## src/rtl/rv32_mc_pkg.sv

```systemverilog
// Shared types and encodings for the multi-cycle RV32I control unit:
// FSM states, ALUOp codes, opcodes, ALU control codes and datapath mux selects.
package rv32_mc_pkg;

    typedef enum logic [3:0] {
        S_FETCH    = 4'd0,
        S_DECODE   = 4'd1,
        S_MEMADR   = 4'd2,
        S_MEMREAD  = 4'd3,
        S_MEMWB    = 4'd4,
        S_MEMWRITE = 4'd5,
        S_EXECUTER = 4'd6,
        S_EXECUTEI = 4'd7,
        S_ALUWB    = 4'd8,
        S_JAL      = 4'd9,
        S_BEQ      = 4'd10,
        S_TRAP     = 4'd11
    } state_t;

    localparam logic [1:0] ALUOP_ADD   = 2'b00;
    localparam logic [1:0] ALUOP_SUB   = 2'b01;
    localparam logic [1:0] ALUOP_FUNCT = 2'b10;

    localparam logic [6:0] OP_LW    = 7'b0000011;
    localparam logic [6:0] OP_SW    = 7'b0100011;
    localparam logic [6:0] OP_RTYPE = 7'b0110011;
    localparam logic [6:0] OP_ITYPE = 7'b0010011;
    localparam logic [6:0] OP_BEQ   = 7'b1100011;
    localparam logic [6:0] OP_JAL   = 7'b1101111;

    localparam logic [2:0] ALU_ADD = 3'b000;
    localparam logic [2:0] ALU_SUB = 3'b001;
    localparam logic [2:0] ALU_AND = 3'b010;
    localparam logic [2:0] ALU_OR  = 3'b011;
    localparam logic [2:0] ALU_SLT = 3'b101;

    localparam logic [1:0] RES_ALUOUT    = 2'b00;
    localparam logic [1:0] RES_DATA      = 2'b01;
    localparam logic [1:0] RES_ALURESULT = 2'b10;

    localparam logic [1:0] SRCA_PC    = 2'b00;
    localparam logic [1:0] SRCA_OLDPC = 2'b01;
    localparam logic [1:0] SRCA_RS1   = 2'b10;

    localparam logic [1:0] SRCB_RS2  = 2'b00;
    localparam logic [1:0] SRCB_IMM  = 2'b01;
    localparam logic [1:0] SRCB_FOUR = 2'b10;

    localparam logic [1:0] IMM_I = 2'b00;
    localparam logic [1:0] IMM_S = 2'b01;
    localparam logic [1:0] IMM_B = 2'b10;
    localparam logic [1:0] IMM_J = 2'b11;

    typedef struct packed {
        logic       pc_write;
        logic       adr_src;
        logic       mem_write;
        logic       ir_write;
        logic       reg_write;
        logic [1:0] result_src;
        logic [1:0] alu_src_a;
        logic [1:0] alu_src_b;
        logic [1:0] alu_op;
    } ctrl_t;

    // Moore control word for a state; BEQ's conditional PC load is added by the top.
    function automatic ctrl_t state_ctrl(input state_t s);
        ctrl_t c;
        c = '0;
        case (s)
            S_FETCH: begin
                c.ir_write   = 1'b1;
                c.pc_write   = 1'b1;
                c.alu_src_a  = SRCA_PC;
                c.alu_src_b  = SRCB_FOUR;
                c.result_src = RES_ALURESULT;
            end
            S_DECODE: begin
                c.alu_src_a = SRCA_OLDPC;
                c.alu_src_b = SRCB_IMM;
            end
            S_MEMADR: begin
                c.alu_src_a = SRCA_RS1;
                c.alu_src_b = SRCB_IMM;
            end
            S_MEMREAD:  c.adr_src = 1'b1;
            S_MEMWB: begin
                c.result_src = RES_DATA;
                c.reg_write  = 1'b1;
            end
            S_MEMWRITE: begin
                c.adr_src   = 1'b1;
                c.mem_write = 1'b1;
            end
            S_EXECUTER: begin
                c.alu_src_a = SRCA_RS1;
                c.alu_src_b = SRCB_RS2;
                c.alu_op    = ALUOP_FUNCT;
            end
            S_EXECUTEI: begin
                c.alu_src_a = SRCA_RS1;
                c.alu_src_b = SRCB_IMM;
                c.alu_op    = ALUOP_FUNCT;
            end
            S_ALUWB:    c.reg_write = 1'b1;
            S_JAL: begin
                c.alu_src_a = SRCA_OLDPC;
                c.alu_src_b = SRCB_FOUR;
                c.pc_write  = 1'b1;
            end
            S_BEQ: begin
                c.alu_src_a = SRCA_RS1;
                c.alu_src_b = SRCB_RS2;
                c.alu_op    = ALUOP_SUB;
            end
            default:    c = '0;
        endcase
        return c;
    endfunction

    function automatic logic [1:0] imm_sel(input logic [6:0] op);
        logic [1:0] sel;
        case (op)
            OP_SW:   sel = IMM_S;
            OP_BEQ:  sel = IMM_B;
            OP_JAL:  sel = IMM_J;
            default: sel = IMM_I;
        endcase
        return sel;
    endfunction

endpackage

```

## src/rtl/alu_decoder.sv

```systemverilog
// Combinational ALU control decode from ALUOp and the instruction funct fields.
module alu_decoder
    import rv32_mc_pkg::*;
(
    input  logic [1:0] alu_op,
    input  logic [2:0] funct3,
    input  logic       op5,
    input  logic       funct7b5,
    output logic [2:0] alu_control
);

    // op5 separates R-type sub from I-type addi, which has no subtract form.
    always_comb begin
        alu_control = ALU_ADD;
        case (alu_op)
            ALUOP_ADD: alu_control = ALU_ADD;
            ALUOP_SUB: alu_control = ALU_SUB;
            ALUOP_FUNCT: begin
                case (funct3)
                    3'b000:  alu_control = (op5 & funct7b5) ? ALU_SUB : ALU_ADD;
                    3'b010:  alu_control = ALU_SLT;
                    3'b110:  alu_control = ALU_OR;
                    3'b111:  alu_control = ALU_AND;
                    default: alu_control = ALU_ADD;
                endcase
            end
            default:   alu_control = ALU_ADD;
        endcase
    end

endmodule

```

## src/rtl/multicycle_controller.sv

```systemverilog
// Moore control FSM of the multi-cycle RV32I core with retired-instruction counter.
// Optional MC_ILLEGAL_TRAP_EN adds a sticky TRAP state and the illegal_insn output.
module multicycle_controller
    import rv32_mc_pkg::*;
#(
    parameter int CNT_W = 32
) (
    input  logic             clk,
    input  logic             rst_n,
    input  logic [6:0]       op,
    input  logic [2:0]       funct3,
    input  logic             funct7b5,
    input  logic             zero,
    output logic             pc_write,
    output logic             adr_src,
    output logic             mem_write,
    output logic             ir_write,
    output logic             reg_write,
    output logic [1:0]       result_src,
    output logic [1:0]       alu_src_a,
    output logic [1:0]       alu_src_b,
    output logic [1:0]       imm_src,
    output logic [2:0]       alu_control,
    output logic [CNT_W-1:0] instret,
`ifdef MC_ILLEGAL_TRAP_EN
    output logic             illegal_insn,
`endif
    output logic [3:0]       state_o
);

    state_t           state_r;
    state_t           next_s;
    ctrl_t            ctrl_r;
    logic [CNT_W-1:0] instret_r;
    logic             retire_s;
`ifdef MC_ILLEGAL_TRAP_EN
    logic             illegal_r;
`endif

    // Next-state decode.
    always_comb begin
        next_s = S_FETCH;
        case (state_r)
            S_FETCH:    next_s = S_DECODE;
            S_DECODE: begin
                case (op)
                    OP_LW, OP_SW: next_s = S_MEMADR;
                    OP_RTYPE:     next_s = S_EXECUTER;
                    OP_ITYPE:     next_s = S_EXECUTEI;
                    OP_BEQ:       next_s = S_BEQ;
                    OP_JAL:       next_s = S_JAL;
`ifdef MC_ILLEGAL_TRAP_EN
                    default:      next_s = S_TRAP;
`else
                    default:      next_s = S_FETCH;
`endif
                endcase
            end
            S_MEMADR:   next_s = (op == OP_LW) ? S_MEMREAD : S_MEMWRITE;
            S_MEMREAD:  next_s = S_MEMWB;
            S_EXECUTER: next_s = S_ALUWB;
            S_EXECUTEI: next_s = S_ALUWB;
            S_JAL:      next_s = S_ALUWB;
`ifdef MC_ILLEGAL_TRAP_EN
            S_TRAP:     next_s = S_TRAP;
`endif
            default:    next_s = S_FETCH;
        endcase
    end

    // An instruction retires when its last state is left (DECODE->FETCH is a nop).
    always_comb begin
        retire_s = 1'b0;
        case (state_r)
            S_MEMWB, S_MEMWRITE, S_ALUWB, S_BEQ: retire_s = 1'b1;
            S_DECODE: retire_s = (next_s == S_FETCH);
            default:  retire_s = 1'b0;
        endcase
    end

    // State, registered control word for the incoming state, and instret.
    always_ff @(posedge clk) begin
        if (!rst_n) begin
            state_r   <= S_FETCH;
            ctrl_r    <= state_ctrl(S_FETCH);
            instret_r <= '0;
`ifdef MC_ILLEGAL_TRAP_EN
            illegal_r <= 1'b0;
`endif
        end else begin
            state_r <= next_s;
            ctrl_r  <= state_ctrl(next_s);
            if (retire_s) begin
                instret_r <= instret_r + CNT_W'(1);
            end else begin
                instret_r <= instret_r;
            end
`ifdef MC_ILLEGAL_TRAP_EN
            illegal_r <= (next_s == S_TRAP);
`endif
        end
    end

    alu_decoder u_alu_decoder (
        .alu_op      (ctrl_r.alu_op),
        .funct3      (funct3),
        .op5         (op[5]),
        .funct7b5    (funct7b5),
        .alu_control (alu_control)
    );

    // Enables are gated by rst_n so nothing writes while reset is held.
    assign pc_write   = rst_n & (ctrl_r.pc_write | ((state_r == S_BEQ) & zero));
    assign ir_write   = rst_n & ctrl_r.ir_write;
    assign mem_write  = rst_n & ctrl_r.mem_write;
    assign reg_write  = rst_n & ctrl_r.reg_write;
    assign adr_src    = ctrl_r.adr_src;
    assign result_src = ctrl_r.result_src;
    assign alu_src_a  = ctrl_r.alu_src_a;
    assign alu_src_b  = ctrl_r.alu_src_b;
    assign imm_src    = imm_sel(op);
    assign instret    = instret_r;
    assign state_o    = state_r;
`ifdef MC_ILLEGAL_TRAP_EN
    assign illegal_insn = illegal_r;
`endif

endmodule

```

## config.mk

```make
export PLATFORM = sky130hd
export DESIGN_NAME = multicycle_controller
export DESIGN_NICKNAME = d
export VERILOG_FILES = /design/src/rtl/rv32_mc_pkg.sv /design/src/rtl/alu_decoder.sv /design/src/rtl/multicycle_controller.sv
export SDC_FILE = /design/constraint.sdc
export NUM_CORES = 1
export LEC_CHECK = 0
export BUFFER_PORTS_ARGS = -buffer_cell sky130_fd_sc_hd__buf_2
export CAP_MARGIN = 20
export CORE_ASPECT_RATIO = 0.5
export CORE_MARGIN = 2
export CORE_UTILIZATION = 45
export CTS_BUF_LIST = sky130_fd_sc_hd__clkbuf_16
export DETAILED_ROUTE_END_ITERATION = 8
export PLACE_DENSITY = 0.82
export SETUP_SLACK_MARGIN = 0.3
export SYNTH_ARGS = -nofsm -noshare
export SYNTH_HDL_FRONTEND = slang
export SYNTH_SLANG_ARGS = --single-unit
```

## constraint.sdc

```tcl
create_clock -name clk -period 2.8 [get_ports clk]
set_input_delay 0.28 -clock clk [delete_from_list [all_inputs] [get_ports clk]]
set_output_delay 0.28 -clock clk [all_outputs]
set_load 0.02 [all_outputs]
```

==> flow_summary.ini, run 1 <==
[run_status]
status = completed

[placement]
place.port_buffers = 65
hpwl_um = 4200
gp_congestion = 0.905

[run]
cap_violations = 0

[yosys]
synth-edff-count = 0
yosysUniqueCellTypes = 51
synthArstFlopShare_pct = 0
netlist_area_um2 = 2490
synth_ff_type = dfxtp_1
syn_nets = 317
ys_warn_count = 0
synth_cells = 300
synth.avg_cell_area_um2 = 8.31
ys_seq_elements = 48
yosysSeqAreaShare_pct = 38.6

[detailed_routing]
routed_wirelength_um = 6030
drtIter0Drc = 122
drcViolationCount = 0
post_drt_wl_per_cell_um = 14.2
via_per_inst = 5.69
vias = 2419
firstDrtPassIters = 5
postRouteAntennaNets = 0

[hold_path]
worstHoldPathCells = 2
whs_endpoint = ctrl_r[9]$_SDFF_PN1_
hold_start = rst_n
hp-class = input port to flip-flop

[clocking]
root_buffer = clkbuf_16
cts_setup_buffers = 0
ctsHtreeMaxLevel = 2
clkLatencyLatePin_ns = 0.29
clkTransAtPathRegs_ns = 0.06
cts_sinks = 48
cts_resized = 2
cts_tree = built
cts_max_path_buffers = 2
cts_hold_buf = 0
cts_made_buffers = 5

[power]
p_sw_share_pct = 22.0
clkPwrFrac_pct = 45.0
power_mw = 1.47
irDropWorstVdd_mv = 0.256
p_switching_uw = 325
power_density_nw_per_um2 = 493
internal-power_mw = 1.15
leakagePower_nw = 1.12
p_comb_share_pct = 7.2
p_seq_share_pct = 47.8

[sta]
tns_ns = 0
slew_headroom_pct = 56.3
worstMarginPinSlew_ns = 0.656
max_freq_mhz = 421
setup_violations = 0
finalHoldViolCount = 0
rsz0062_at_grt = false
fin_worst_skew_ns = 0.00477
finalCritPeriodShare_pct = 84.8
slew_viol_final = 0
layout_min_cycle_time_ns = 2.38

[layout]
n_fill_cell = 503
final_common_cell = buf_2
fin_nets = 368
area_growth_syn_to_layout_pct = 19.7
multi_input_area_um2 = 1380
final_util_pct = 55.1
drive_gt1_share_pct = 23.6
final_cell_mix = buf_2, dfxtp_1, a21oi_1
regArea_um2 = 962
antenna_cells = 0

[global_route]
grt_pass1_wl_um = 10300
grt_max_degree = 37
grtUsageTotal_pct = 21.0
antenna_found_initial = 0
overflow = 0
grt_pass1_vias = 2359

[critical_path]
end_kind = flip-flop
rrSetupSlack_ns = 0.42
critPathLaunch = state_o[1]$_SDFF_PN0_
cp.required_ns = 3.01
r2r-start = state_o[1]$_SDFF_PN0_
worstSetupPathType = flip-flop to flip-flop
start_kind = flip-flop
crit_arrival_ns = 2.59
cp_max_fo = 26
rr_worst_depth = 5
reg2reg_to = instret[24]$_SDFFE_PN0P_

[floorplanning]
rows = 19
initial_core_util_pct = 46.0
design.core.area_um2 = 5420
die_x_um = 109
num_io_pins = 66
die_y_um = 56.6
die-area_um2 = 6190
power groups by stage:
stage / logic, mW / clock network, mW / registers (mW)
final: 0.106 / 0.663 / 0.703
after global routing: 0.115 / 0.708 / 0.704
after CTS: 0.104 / 0.681 / 0.702
after detailed placement: 0.103 / 0 / 0.718
after global placement: 0.0996 / 0 / 0.716
after floorplan: 0.0740 / 0 / 0.719
layer usage:
metal	up-vias	GRT usage, %	wire length (um)
met5	-	0	0
met4	0	8.14	130
met3	12	5.34	339
met2	63	35.9	2920
met1	1134	25.5	2650
li1	1210	-	-
through the flow:
| step | cells | area [um2] | setup slack (ns) | hold slack (ns) |
|---|---|---|---|---|
| 6_report | 425 | 2980 | 0.425 | 0.244 |
| 5_1_grt | 425 | 2980 | 0.328 | 0.263 |
| 4_1_cts | 425 | 2980 | 0.297 | 0.245 |
| 3_5_place_dp | 417 | 2800 | 0.206 | 0.475 |
| 3_3_place_gp | 417 | 2800 | 0.325 | 0.454 |
| 2_1_floorplan | 300 | 2490 | 0.694 | 0.435 |
critical path, cell delays in order, from the launching register on:
cell     delay (ns)
dfxtp_1        0.42
or4b_4         0.67
nor2_4         0.15
a31oi_4        0.25
or4_1          0.60
a21oi_1        0.19
registers in the layout, indices dropped and copies added (netlist names):
name        count
result_src      1
instret        32
state_o         4
adr_src         1
alu_src_b       2
alu_src_a       2
ctrl_r          6
worst max-delay path by stage:
stage	endpoint	slack [ns]
finish	instret[24]$_SDFFE_PN0P_	0.42
global route	instret[24]$_SDFFE_PN0P_	0.33
CTS	instret[24]$_SDFFE_PN0P_	0.30
detailed placement	instret[24]$_SDFFE_PN0P_	0.21
floorplan	instret[15]$_SDFFE_PN0P_	0.69
global placement	instret[25]$_SDFFE_PN0P_	0.33
synth_stat cells (all sizes together), types with 5 or more instances:
cell type	count	area, um2
buf	15	92.6
o21ai	16	80.1
clkbuf	7	26.3
a21oi	32	160
a31oi	5	50.1
nand4	7	43.8
dfxtp	48	961
nor3	6	35.0
or3	18	113
o31ai	17	141
nand3	15	75.1
nor2	20	85.1
nand2	17	63.8
or4	14	105
inv	15	56.3
and2	6	37.5
cell type report:
class	count	share of cell area, %
clock inverter	3	1.30
timing repair buffer	66	11.2
tap	73	3.06
sequential	48	32.2
clock buffer	5	4.19
inverter	15	1.89
multi-input combinational	215	46.2
cell families after synthesis:
logic type,share of synthesized area [%]
AOI/OAI and AO/OA,21.2
buffers and inverters,7.03
muxes,0.402
DFF,38.6
adders and majority gates,1.51
xor gates and xnor gates,1.41
and+or+nand+nor,29.9
No activity file was read; power rests on OpenSTA's default activity.
==> inputs of run 2 (changes only) <==
==> constraint.sdc (replaced) <==
create_clock -name clk -period 2.3 [get_ports clk]
set_input_delay 0.23 -clock clk [delete_from_list [all_inputs] [get_ports clk]]
set_output_delay 0.23 -clock clk [all_outputs]
set_load 0.02 [all_outputs]
==> flow_summary.ini, run 2 (synthesized netlist as in run 1, its figures left out) <==
[clocking]
cts_max_path_buffers = 2
cts_hold_buf = 0
cts_tree = built
cts_made_buffers = 5
cts_sinks = 48
clkLatencyLatePin_ns = 0.29
ctsHtreeMaxLevel = 2
root_buffer = clkbuf_16
clkTransAtPathRegs_ns = 0.07

[power]
clkPwrFrac_pct = 45.9
p_seq_share_pct = 46.0
p_switching_uw = 433
leakagePower_nw = 1.27
power_density_nw_per_um2 = 546
internal-power_mw = 1.42
p_comb_share_pct = 8.1
p_sw_share_pct = 23.4
power_mw = 1.85
irDropWorstVdd_mv = 0.328

[critical_path]
cp-endpoint = instret[23]$_SDFFE_PN0P_
crit_chain = or4b_4 -> nor2_4 -> a31oi_4 -> or4_1 -> a21oi_1
rr_worst_depth = 5
reg2reg_to = instret[23]$_SDFFE_PN0P_
start_kind = flip-flop
r2r-start = state_o[2]$_SDFF_PN0_
crit_slowest_cell = or4b_4
rrSetupSlack_ns = 0.24
cp.required_ns = 2.52
end_kind = flip-flop
cp_max_fo = 7
worstSetupPathType = flip-flop to flip-flop
crit_arrival_ns = 2.28
cp_slowest_stage_delay_ns = 0.57
critPathLaunch = state_o[2]$_SDFF_PN0_

[sta]
setup_violations = 0
max_freq_mhz = 485
worstMarginPinSlew_ns = 0.489
rsz0062_at_grt = true
layout_min_cycle_time_ns = 2.06
slew_headroom_pct = 67.0
finalCritPeriodShare_pct = 89.7
slew_viol_final = 0
fin_worst_skew_ns = 0.00906
tns_ns = 0
finalHoldViolCount = 0

[hold_path]
hp-class = input port to flip-flop
worstHoldPathCells = 2

[floorplanning]
initial_core_util_pct = 46.0
die_x_um = 109
design.core.area_um2 = 5420
rows = 19
die_y_um = 56.6
die-area_um2 = 6190
num_io_pins = 66

[layout]
largest_reg_flops = 32
fin_nets = 391
n_fill_cell = 442
area_growth_syn_to_layout_pct = 36.0
final_common_cell = buf_2
finalNonFillerCells = 448
drive_gt1_share_pct = 37.6
final_cell_mix = buf_2, dfxtp_1, a21oi_1
antenna_cells = 0

[global_route]
overflow = 0
grt_max_degree = 33
grt_pass1_wl_um = 11000
grtUsageTotal_pct = 22.1
antenna_found_initial = 0
grt_pass1_vias = 2555

[placement]
hpwl_um = 4300
place_inst = 426
gp_congestion = 0.805
place.port_buffers = 65

[detailed_routing]
firstDrtPassIters = 5
highest_layer = met4
m1WireLength_um = 2950
vias = 2709
met3WireLength_um = 447
drcViolationCount = 0
postRouteAntennaNets = 0
route.met2.wl_um = 3690
post_drt_wl_per_cell_um = 16.5
via_per_inst = 6.05
routed_wirelength_um = 7370
drtIter0Drc = 229

[run]
cap_violations = 0

[run_status]
status = completed
==> run 2: changes by cell type in the layout (fill, tap and decap cells not counted), sizes merged <==
cell and delta:
a31oi +3, buf +20, clkinv -1, inv +1
==> run 2: final cells by class <==
| class | count | area (um2) | share of cell area [%] |
|---|---|---|---|
| Sequential cell | 48 | 977 | 28.8 |
| Inverter | 15 | 56.3 | 1.66 |
| Multi-Input combinational cell | 218 | 1590 | 46.9 |
| Timing Repair Buffer | 86 | 504 | 14.9 |
| Clock inverter | 3 | 45.0 | 1.33 |
| Clock buffer | 5 | 125 | 3.69 |
| Tap cell | 73 | 91.3 | 2.69 |
==> run 2: critical path, delay by kind of cell (launching register included) <==
kind	cells	cell delay, ns
DFF	1	0.35
AOI/OAI and AO/OA	2	0.35
and+or+nand+nor	3	1.28
==> run 2: metal layers <==
metal	vias up	global-route usage [%]
met5	-	0
met4	0	13.2
met3	33	4.88
met2	114	38.6
met1	1294	24.7
li1	1268	-
==> run 2: worst min-delay path by stage <==
stage,from,endpoint
after detailed placement,instret[31]$_SDFFE_PN0P_,instret[31]$_SDFFE_PN0P_
after floorplan,rst_n,state_o[0]$_SDFF_PN0_
after global placement,instret[31]$_SDFFE_PN0P_,instret[31]$_SDFFE_PN0P_
after global routing,rst_n,ctrl_r[9]$_SDFF_PN1_
final,rst_n,ctrl_r[9]$_SDFF_PN1_
after CTS,rst_n,ctrl_r[9]$_SDFF_PN1_
==> run 2: timing repair <==
action / 4_1_cts / 5_1_grt
endpoints found under the hold margin: 0 / 0
pin swaps: 9 / 20
resized for setup: 17 / 35
gates cloned: 2 / 2
buffers inserted: 9 / 1
endpoints found under the setup margin: 32 / 28
==> run 2: metrics by stage <==
| stage | area (um2) | hold WS (ns) | util, % | setup WS (ns) |
|---|---|---|---|---|
| 3_5_place_dp | 2870 | 0.477 | 53.0 | 0.104 |
| 4_1_cts | 3220 | 0.187 | 59.4 | 0.296 |
| 2_1_floorplan | 2510 | 0.378 | - | 0.303 |
| 6_report | 3390 | 0.193 | 62.5 | 0.237 |
| 5_1_grt | 3390 | 0.203 | 62.5 | 0.189 |
| 3_3_place_gp | 2870 | 0.452 | 53.0 | 0.172 |
==> run 2: power groups by stage <==
stage	Clock [mW]	Sequential, mW	Combinational, mW
after floorplan	0	0.875	0.0912
after global placement	0	0.869	0.127
after detailed placement	0	0.870	0.131
after CTS	0.851	0.851	0.139
after global routing	0.892	0.852	0.161
final	0.850	0.851	0.150
==> inputs of run 3 (changes only) <==
--- a/config.mk
+++ b/config.mk
@@ -5,14 +5,16 @@
 export SDC_FILE = /design/constraint.sdc
 export NUM_CORES = 1
 export LEC_CHECK = 0
+export ABC_AREA = 1
 export BUFFER_PORTS_ARGS = -buffer_cell sky130_fd_sc_hd__buf_2
 export CAP_MARGIN = 20
 export CORE_ASPECT_RATIO = 0.5
 export CORE_MARGIN = 2
 export CORE_UTILIZATION = 45
 export CTS_BUF_LIST = sky130_fd_sc_hd__clkbuf_16
+export CTS_CLUSTER_DIAMETER = 150
 export DETAILED_ROUTE_END_ITERATION = 8
-export PLACE_DENSITY = 0.82
+export PLACE_DENSITY = 0.8
 export SETUP_SLACK_MARGIN = 0.3
 export SYNTH_ARGS = -nofsm -noshare
 export SYNTH_HDL_FRONTEND = slang
==> flow_summary.ini, run 3 <==
[detailed_routing]
post_drt_wl_per_cell_um = 13.1
vias = 2975
drtIter0Drc = 189
drcViolationCount = 0
firstDrtPassIters = 4
via_per_inst = 5.10
routed_wirelength_um = 7630
postRouteAntennaNets = 0

[critical_path]
crit_buf_inv = 1
crit_path_frequent_cell = nand2_1
crit_chain = inv_1 -> nor3_2 -> nand2_1 -> nor2_1 -> nand2_1 -> nand2_1 -> nand2_1 -> nand2_2 -> a21oi_2
start_kind = flip-flop
end_kind = flip-flop
rrSetupSlack_ns = 0.45
crit_slowest_cell = dfxtp_1
r2r-start = instret[0]$_SDFFE_PN0P_
path_delay_family = simple AND/OR/NAND/NOR gates
cp_max_fo = 4
rr_worst_depth = 9
worstSetupPathType = flip-flop to flip-flop
cp_slowest_stage_delay_ns = 0.37
cp.required_ns = 2.47
reg2reg_to = instret[25]$_SDFFE_PN0P_
crit_arrival_ns = 2.02

[layout]
n_fill_cell = 648
antenna_cells = 0
area_growth_syn_to_layout_pct = 17.6
fin_nets = 511
final_cell_mix = nand2_1, buf_2, dfxtp_1
finalNonFillerCells = 583
design_area_um2 = 3490
largest_reg_flops = 32
drive_gt1_share_pct = 25.3
final_common_cell = nand2_1
final_util_pct = 56.1

[floorplanning]
die_x_um = 119
rows = 20
design.core.area_um2 = 6230
num_io_pins = 66
initial_core_util_pct = 47.7
die-area_um2 = 7310
die_y_um = 61.5

[yosys]
syn_nets = 452
synthArstFlopShare_pct = 0
ys_seq_elements = 48
yosysUniqueCellTypes = 32
synth.avg_cell_area_um2 = 6.83
yosysTopAreaCell = dfxtp_1
synthTopCellsByCount = nand2_1, dfxtp_1, nand3_1
synthTopCellsByArea = dfxtp_1, nand2_1, nand3_1
netlist_area_um2 = 2970
yosysSeqAreaShare_pct = 32.3
yosysMostFrequentCell = nand2_1
synth_ff_type = dfxtp_1
yosys.area.top_type_share_pct = 32.3
synth_cells = 435
synth-edff-count = 0
ys_warn_count = 0

[run_status]
status = completed

[clocking]
clkTransAtPathRegs_ns = 0.06
clkLatencyLatePin_ns = 0.29
cts_tree = built
cts_sinks = 48
cts_made_buffers = 5
cts_max_path_buffers = 2
ctsHtreeMaxLevel = 2
root_buffer = clkbuf_16

[placement]
gp_congestion = 0.941
hpwl_um = 5560
place.port_buffers = 65
place_ws_ns = 0.362
placed_cell_area_um2 = 3300
place_inst = 573

[sta]
fin_worst_skew_ns = 0.00552
whs_ns = 0.233
setup_violations = 0
finalCritPeriodShare_pct = 80.5
max_freq_mhz = 540
slew_headroom_pct = 68.8
layout_min_cycle_time_ns = 1.85
finalHoldViolCount = 0
slew_viol_final = 0
tns_ns = 0
rsz0062_at_grt = false
worstMarginPinSlew_ns = 0.464
fin_ws_ns = 0.449

[power]
leakagePower_nw = 1.55
irDropWorstVdd_mv = 0.279
power_mw = 1.82
p_sw_share_pct = 23.3
clkPwrFrac_pct = 44.8
power_density_nw_per_um2 = 521
p_comb_share_pct = 8.5
internal-power_mw = 1.40
p_seq_share_pct = 46.7
p_switching_uw = 424

[hold_path]
worstHoldPathCells = 2
hp-class = input port to flip-flop
hold_start = rst_n
whs_endpoint = ctrl_r[9]$_SDFF_PN1_

[global_route]
grt_pass1_vias = 2581
grtUsageTotal_pct = 21.0
overflow = 0
antenna_found_initial = 0
grt_max_degree = 33
grt_pass1_wl_um = 12100

[run]
cap_violations = 0
==> run 3: cell count changes after synthesis, sizes merged, moves of 9 or more <==
cell	change
nand2	+110
nor3	+9
o31ai	-16
or4	-14
nand3	+34
nor2	+32
o21ai	-15
inv	+27
xor2	+15
or3	-18
==> run 3: metal layers <==
metal / track usage (%) / share of wire [%] / vias up
li1: - / - / 1503
met1: 28.4 / 49 / 1362
met2: 34.6 / 43 / 99
met3: 4.54 / 6.7 / 11
met4: 6.29 / 1.2 / 0
met5: 0 / 0 / -
==> run 3: logic make-up after synthesis <==
| kind of cell | synth area share [%] |
|---|---|
| XOR/XNOR | 7.66 |
| buffers and inverters | 10.2 |
| AO/OA/AOI/OAI | 7.87 |
| adder cells (fa/ha/maj) | 1.26 |
| flip-flops | 32.3 |
| AND/OR/NAND/NOR | 40.6 |
==> run 3: power groups by stage <==
stage | Combinational, mW | Sequential, mW | Clock [mW]
6_report | 0.154 | 0.851 | 0.815
5_1_grt | 0.169 | 0.851 | 0.873
4_1_cts | 0.146 | 0.850 | 0.829
3_5_place_dp | 0.146 | 0.869 | 0
3_3_place_gp | 0.144 | 0.869 | 0
2_1_floorplan | 0.115 | 0.872 | 0
==> run 3: repair_timing <==
item                       CTS  global route
hold buffers                 0             0
gates resized for setup      0             2
setup endpoints to repair    0            32
setup buffers                0             1
==> run 3: how the worst max path moves through the flow <==
stage	from	cells past startpoint	slack [ns]	to
2_1_floorplan	instret[1]$_SDFFE_PN0P_	8	0.59	instret[24]$_SDFFE_PN0P_
3_3_place_gp	state_o[0]$_SDFF_PN0_	12	0.41	instret[0]$_SDFFE_PN0P_
3_5_place_dp	op[3]	13	0.36	instret[0]$_SDFFE_PN0P_
4_1_cts	state_o[0]$_SDFF_PN0_	12	0.35	instret[0]$_SDFFE_PN0P_
5_1_grt	state_o[3]$_SDFF_PN0_	10	0.31	instret[9]$_SDFFE_PN0P_
6_report	instret[0]$_SDFFE_PN0P_	9	0.45	instret[25]$_SDFFE_PN0P_
==> run 3: cell type report <==
cell class	instances	area [um2]	area share, %
Multi-Input combinational cell	326	1730	49.4
Sequential cell	48	961	27.5
Clock buffer	5	125	3.58
Tap cell	88	110	3.15
Timing Repair Buffer	71	374	10.7
Inverter	42	158	4.51
Clock inverter	3	38.8	1.11
